**src/rtl/seq_add_mul.sv**
```systemverilog
`default_nettype none
// ============================================================================
// Module      : seq_add_mul
// Description : Sequential arithmetic responder. Accepts an operand pair
//               (a, b) on a valid/ready request channel and returns a+b and
//               a*b on a valid/ready response channel. The product is built
//               with an iterative shift-add datapath, one partial product
//               per cycle, giving a fixed latency of WIDTH+1 cycles from
//               accept to out_valid.
// Revision    : 1.0 - initial release
// ----------------------------------------------------------------------------
// Parameters
//   WIDTH      operand width in bits (legal range 2..16)
// Ports
//   clk        system clock, rising-edge active
//   rst_n      asynchronous active-low reset
//   in_valid   request valid
//   in_ready   request ready, high only in IDLE
//   a, b       operands, sampled on request accept
//   out_valid  response valid, high only in DONE
//   out_ready  response ready
//   sum        registered a+b, WIDTH+1 bits
//   prod       registered a*b, 2*WIDTH bits
//   busy       high while a transaction is in flight (BUSY or DONE)
//   op_count   response handshake counter, 8 bits, wraps 255 -> 0
//              (present only when SEQ_ADD_MUL_CNT_EN is defined)
// Configuration macro
//   SEQ_ADD_MUL_CNT_EN  adds the op_count output and its counter
// ============================================================================
module seq_add_mul #(
   parameter int WIDTH = 4
) (
   input  logic                 clk,
   input  logic                 rst_n,
   input  logic                 in_valid,
   output logic                 in_ready,
   input  logic [WIDTH-1:0]     a,
   input  logic [WIDTH-1:0]     b,
   output logic                 out_valid,
   input  logic                 out_ready,
   output logic [WIDTH:0]       sum,
   output logic [2*WIDTH-1:0]   prod,
   output logic                 busy
`ifdef SEQ_ADD_MUL_CNT_EN
   ,
   output logic [7:0]           op_count
`endif
);

   // -------------------------------------------------------------------------
   // Constants
   // -------------------------------------------------------------------------
   // The step counter must be able to hold WIDTH itself: steps 0..WIDTH-1
   // accumulate partial products, and step WIDTH transfers the result.
   localparam int c_stepw = $clog2(WIDTH + 1);

   localparam logic [c_stepw-1:0] c_last_step = c_stepw'(WIDTH);
   localparam logic [c_stepw-1:0] c_step_one  = c_stepw'(1);

   localparam logic [1:0] c_idle = 2'd0;
   localparam logic [1:0] c_busy = 2'd1;
   localparam logic [1:0] c_done = 2'd2;

   // -------------------------------------------------------------------------
   // State and datapath registers
   // -------------------------------------------------------------------------
   logic [1:0]           r_state;
   logic [2*WIDTH-1:0]   r_mcand;    // multiplicand, shifts left each step
   logic [WIDTH-1:0]     r_mplier;   // multiplier, shifts right each step
   logic [2*WIDTH-1:0]   r_acc;      // partial-product accumulator
   logic [c_stepw-1:0]   r_step;     // shift-add step counter
   logic [WIDTH:0]       r_sum;
   logic [2*WIDTH-1:0]   r_prod;

   // -------------------------------------------------------------------------
   // Combinational decode
   // -------------------------------------------------------------------------
   logic                 w_in_ready;
   logic                 w_out_valid;
   logic                 w_accept;
   logic                 w_resp_hs;
   logic [2*WIDTH-1:0]   w_partial;
   logic [2*WIDTH-1:0]   w_acc_next;

   // Handshake flags are decoded straight from the state register so that
   // an asynchronous reset drives them to their idle values immediately.
   assign w_in_ready  = (r_state == c_idle);
   assign w_out_valid = (r_state == c_done);
   assign w_accept    = in_valid  & w_in_ready;
   assign w_resp_hs   = out_ready & w_out_valid;

   // Partial product for the current step: the shifted multiplicand is added
   // only when the current multiplier LSB is set.
   assign w_partial   = r_mplier[0] ? r_mcand : '0;
   assign w_acc_next  = r_acc + w_partial;

   // -------------------------------------------------------------------------
   // Control FSM
   // -------------------------------------------------------------------------
   // IDLE -> BUSY on request accept.
   // BUSY runs WIDTH accumulate steps, then one transfer step into prod, so
   // the latency is fixed at WIDTH+1 cycles whatever the operand values.
   // DONE holds the response until the requester takes it.
   always_ff @(posedge clk or negedge rst_n) begin
      if (!rst_n) begin
         r_state <= c_idle;
      end else begin
         case (r_state)
            c_idle: begin
               if (w_accept) begin
                  r_state <= c_busy;
               end
            end
            c_busy: begin
               if (r_step == c_last_step) begin
                  r_state <= c_done;
               end
            end
            c_done: begin
               if (w_resp_hs) begin
                  r_state <= c_idle;
               end
            end
            default: begin
               r_state <= c_idle;
            end
         endcase
      end
   end

   // -------------------------------------------------------------------------
   // Shift-add multiplier datapath
   // -------------------------------------------------------------------------
   always_ff @(posedge clk or negedge rst_n) begin
      if (!rst_n) begin
         r_mcand  <= '0;
         r_mplier <= '0;
         r_acc    <= '0;
         r_step   <= '0;
      end else begin
         if (w_accept) begin
            // Multiplicand is zero-extended so that the left shifts never
            // lose bits of the 2*WIDTH-bit product.
            r_mcand  <= {{WIDTH{1'b0}}, a};
            r_mplier <= b;
            r_acc    <= '0;
            r_step   <= '0;
         end else if ((r_state == c_busy) && (r_step != c_last_step)) begin
            r_acc    <= w_acc_next;
            r_mcand  <= r_mcand << 1;
            r_mplier <= r_mplier >> 1;
            r_step   <= r_step + c_step_one;
         end
      end
   end

   // -------------------------------------------------------------------------
   // Result registers
   // -------------------------------------------------------------------------
   // sum is captured at accept and prod at DONE entry; both then hold until
   // overwritten by the next transaction.
   always_ff @(posedge clk or negedge rst_n) begin
      if (!rst_n) begin
         r_sum  <= '0;
         r_prod <= '0;
      end else begin
         if (w_accept) begin
            // Both operands widened by one bit so the carry is kept.
            r_sum <= {1'b0, a} + {1'b0, b};
         end
         if ((r_state == c_busy) && (r_step == c_last_step)) begin
            r_prod <= r_acc;
         end
      end
   end

   // -------------------------------------------------------------------------
   // Optional response counter
   // -------------------------------------------------------------------------
`ifdef SEQ_ADD_MUL_CNT_EN
   logic [7:0] r_op_count;

   // Free-running 8-bit count of completed responses; natural wrap 255 -> 0.
   always_ff @(posedge clk or negedge rst_n) begin
      if (!rst_n) begin
         r_op_count <= '0;
      end else if (w_resp_hs) begin
         r_op_count <= r_op_count + 8'd1;
      end
   end

   assign op_count = r_op_count;
`endif

   // -------------------------------------------------------------------------
   // Outputs
   // -------------------------------------------------------------------------
   assign in_ready  = w_in_ready;
   assign out_valid = w_out_valid;
   assign busy      = (r_state != c_idle);
   assign sum       = r_sum;
   assign prod      = r_prod;

endmodule
`default_nettype wire

```
**config.mk**
```make
export PLATFORM = sky130hd
export DESIGN_NAME = seq_add_mul
export DESIGN_NICKNAME = d
export VERILOG_FILES = /design/src/rtl/seq_add_mul.sv
export SDC_FILE = /design/constraint.sdc
export NUM_CORES = 1
export LEC_CHECK = 0
export BUFFER_PORTS_ARGS = -buffer_cell sky130_fd_sc_hd__buf_2
export CAP_MARGIN = 20
export CELL_PAD_IN_SITES_DETAIL_PLACEMENT = 0
export CELL_PAD_IN_SITES_GLOBAL_PLACEMENT = 1
export CORE_MARGIN = 2
export CORE_UTILIZATION = 40
export CTS_CLUSTER_SIZE = 16
export DETAILED_ROUTE_END_ITERATION = 6
export PLACE_DENSITY = 0.77
export SYNTH_ARGS = -nofsm -noshare
export SYNTH_HDL_FRONTEND = slang
export SYNTH_SLANG_ARGS = --single-unit
```
**constraint.sdc**
```tcl
create_clock -name clk -period 2.1 [get_ports clk]
set_clock_uncertainty 0.05 [all_clocks]
set_input_delay 0.105 -clock clk [delete_from_list [all_inputs] [get_ports clk]]
set_output_delay 0.105 -clock clk [all_outputs]
set_load 0.1 [all_outputs]
```
==> flow_summary_export.csv <==
group,metric,value,unit
clock_tree,clockBufferDepth,2,
yosys,avgSynthCellArea,10.9,sq um
layout,layout_common_cells,"dfrtp_1, nand2_1, buf_2",
timing,hold_viol,0,
yosys,ys_types,34,
worst_setup_path,path_delay_family,"simple AND/OR/NAND/NOR gates",
yosys,ys_ff_latch,38,
place,placed_cells,275,
global_route,grt_first_pass_wirelength,6200,microns
layout,stdcell_count,285,
hold_path,min_delay_worst_endpoint,"r_mplier[2]$_DFFE_PN0P_",
layout,nFillCells,451,
worst_setup_path,crit_fanout,8,
worst_setup_path,r2r_slack,0.11,ns
drt,vias,1364,
clock_tree,clock_sinks,38,
timing,slew_violations,0,
yosys,synth_nets,207,
worst_setup_path,r2r_end,"r_acc[7]$_DFFE_PN0P_",
worst_setup_path,max_stage_delay,0.37,ns
layout,regArea,951,sq um
global_route,antenna_found_initial,0,
drt,firstDrtPassIters,4,
worst_setup_path,rr_startpoint,"r_mplier[0]$_DFFE_PN0P_",
drt,drtIter0Drc,26,
die,core_area,4720,sq um
layout,syn2layout_area_growth,18.7,%
die,placement_rows,25,
outcome,outcome,"finished clean",
global_route,grt_overflow_total,0,
layout,layout_commonest_cell,"dfrtp_1",
global_route,grt_max_degree,39,
drt,viasPerCell,4.79,
job,maxCapViolCount,0,
drt,routed_wl,3530,microns
worst_setup_path,cp.required,2.23,ns
worst_setup_path,ff2ff_path_depth,8,
worst_setup_path,critPathBufInv,1,
clock_tree,clkTransAtPathRegs,0.07,ns
place,port_buffers,27,
timing,fmax,501,MHz
hold_path,hp-start,"b[2]",
timing,setup_viol,0,
timing,worst_pin_slew,0.816,ns
clock_tree,cts_buffers,5,
layout,antenna_cells,0,
die,die_width,73.9,microns
worst_setup_path,arrival,2.12,ns
clock_tree,cts_tree,"done",
clock_tree,cts_root_buf,"clkbuf_8",
worst_setup_path,crit_slowest_cell,"dfrtp_1",
yosys,syn-cell-area,1950,sq um
yosys,yosysWarnings,0,
drt,ant_nets,0,
die,die_y,73.9,microns
hold_path,min_path_cells,3,
clock_tree,htreeDepth,2,
worst_setup_path,critPathLaunchType,"flop",
timing,final.period_utilization,95.0,%
worst_setup_path,worstPathCellList,"buf_4 -> and2_1 -> ha_1 -> a211oi_2 -> nor2_2 -> nand4_1 -> and4_1 -> a211o_1",
die,start_util,41.4,%
place,dp_hpwl,2660,microns
timing,finalCriticalPeriod,1.99,ns
timing,rsz0062_at_grt,"false",
worst_setup_path,criticalPathCategory,"flop to flop",
worst_setup_path,cp-end-kind,"flop",
layout,fin_nets,244,
place,place_congestion,0.806,
yosys,syn_inst,180,
drt,drc,0,
timing,setup_tns,0,ns
clock_tree,clock_latency,0.29,ns
global_route,grt_use_total,15.1,%
layout,layout-drive-gt1-share,28.9,%
global_route,grt_pass1_vias,1391,
hold_path,hold_path_class,"input port to flop",
die,ioPinCount,28,
yosys,seq_area_frac_synth,48.7,%
timing,relSlewSlack,45.6,%
layout,multi_input_area,955,sq um
die,dieArea,5460,sq um
drt,wire_per_inst,12.4,microns
==> worst max-delay path by stage <==
| stage | startpoint | to | depth (start not counted) |
|---|---|---|---|
| finish | r_mplier[0]$_DFFE_PN0P_ | r_acc[7]$_DFFE_PN0P_ | 8 |
| global route | r_mcand[0]$_DFFE_PN0P_ | r_acc[6]$_DFFE_PN0P_ | 8 |
| CTS | r_mcand[0]$_DFFE_PN0P_ | r_acc[6]$_DFFE_PN0P_ | 8 |
| detailed placement | r_mcand[0]$_DFFE_PN0P_ | r_acc[6]$_DFFE_PN0P_ | 8 |
| global placement | r_mplier[0]$_DFFE_PN0P_ | r_acc[6]$_DFFE_PN0P_ | 8 |
| floorplan | r_mplier[0]$_DFFE_PN0P_ | r_acc[6]$_DFFE_PN0P_ | 8 |
==> registers in the layout, summed over array words and instances, names as in the netlist <==
signal and cells:
r_mplier 4, sum 5, r_state 2, r_step 3
r_acc 8, r_mcand 8, prod 8
==> metal layers <==
metal,vias up,global-route usage [%],wire length (microns)
li1,699,-,-
met1,632,20.8,1810
met2,26,22.8,1540
met3,7,3.70,122
met4,0,6.06,60
met5,-,0,0
==> through the flow <==
stage	util (%)	cell area (sq um)	setup slack [ns]	hold slack, ns
2_1_floorplan	-	1960	0.125	-0.241
3_3_place_gp	46.2	2180	0.0860	0.210
3_5_place_dp	46.2	2180	0.0673	0.198
4_1_cts	48.6	2290	0.0473	0.000336
5_1_grt	49.1	2320	0.00277	0.0112
6_report	49.1	2320	0.106	0.00286
==> synth_stat cells, drive strengths merged <==
cell / n / area (sq um)
nand4: 1 / 6.26
nor2b: 2 / 20.0
nand3: 1 / 10.0
a22o: 9 / 78.8
xnor2: 2 / 17.5
a21o: 2 / 15.0
a22oi: 6 / 45.0
and4: 1 / 8.76
nand2: 31 / 116
ha: 13 / 163
a211o: 1 / 8.76
o31ai: 1 / 7.51
mux2: 8 / 90.1
nor2: 7 / 36.3
a211oi: 4 / 35.0
o21ai: 14 / 77.6
and2: 9 / 57.6
nand2b: 1 / 6.26
a21oi: 6 / 30.0
dfrtp: 38 / 951
buf: 5 / 42.5
fa: 2 / 40.0
xor2: 6 / 52.6
inv: 10 / 37.5
==> area by class of cell <==
type	instances	area share [%]
multi-input combinational	127	41.2
sequential	38	41.0
timing repair buffer	35	8.63
clock buffer	7	3.72
tap	67	3.62
inverter	10	1.62
clock inverter	1	0.216
==> kinds of logic after synthesis <==
group           after synthesis  share of synthesized area [%]
fa+ha+maj                    15                           10.4
buf+inv                      15                           4.10
mux                           8                           4.61
flops                        38                           48.7
compound gates               43                           15.2
xor+xnor                      8                           3.59
simple gates                 53                           13.4
==> worst register-to-register path, delay by kind of cell, from the launching register on <==
| kind | cells | cell delay, ns |
|---|---|---|
| buffers and inverters | 1 | 0.15 |
| AO/OA/AOI/OAI | 2 | 0.35 |
| AND/OR/NAND/NOR | 4 | 0.65 |
| flip-flops | 1 | 0.37 |
| adder cells (fa/ha/maj) | 1 | 0.31 |
==> repair_timing <==
action	in CTS	in global routing
endpoints found under the hold margin	39	0
resized for setup	0	6
hold buffers	2	0
setup buffers	0	0
endpoints found under the setup margin	0	4
Power is not shown: default switching activity piles up to over one toggle a cycle in this logic, so the estimate is an artifact.
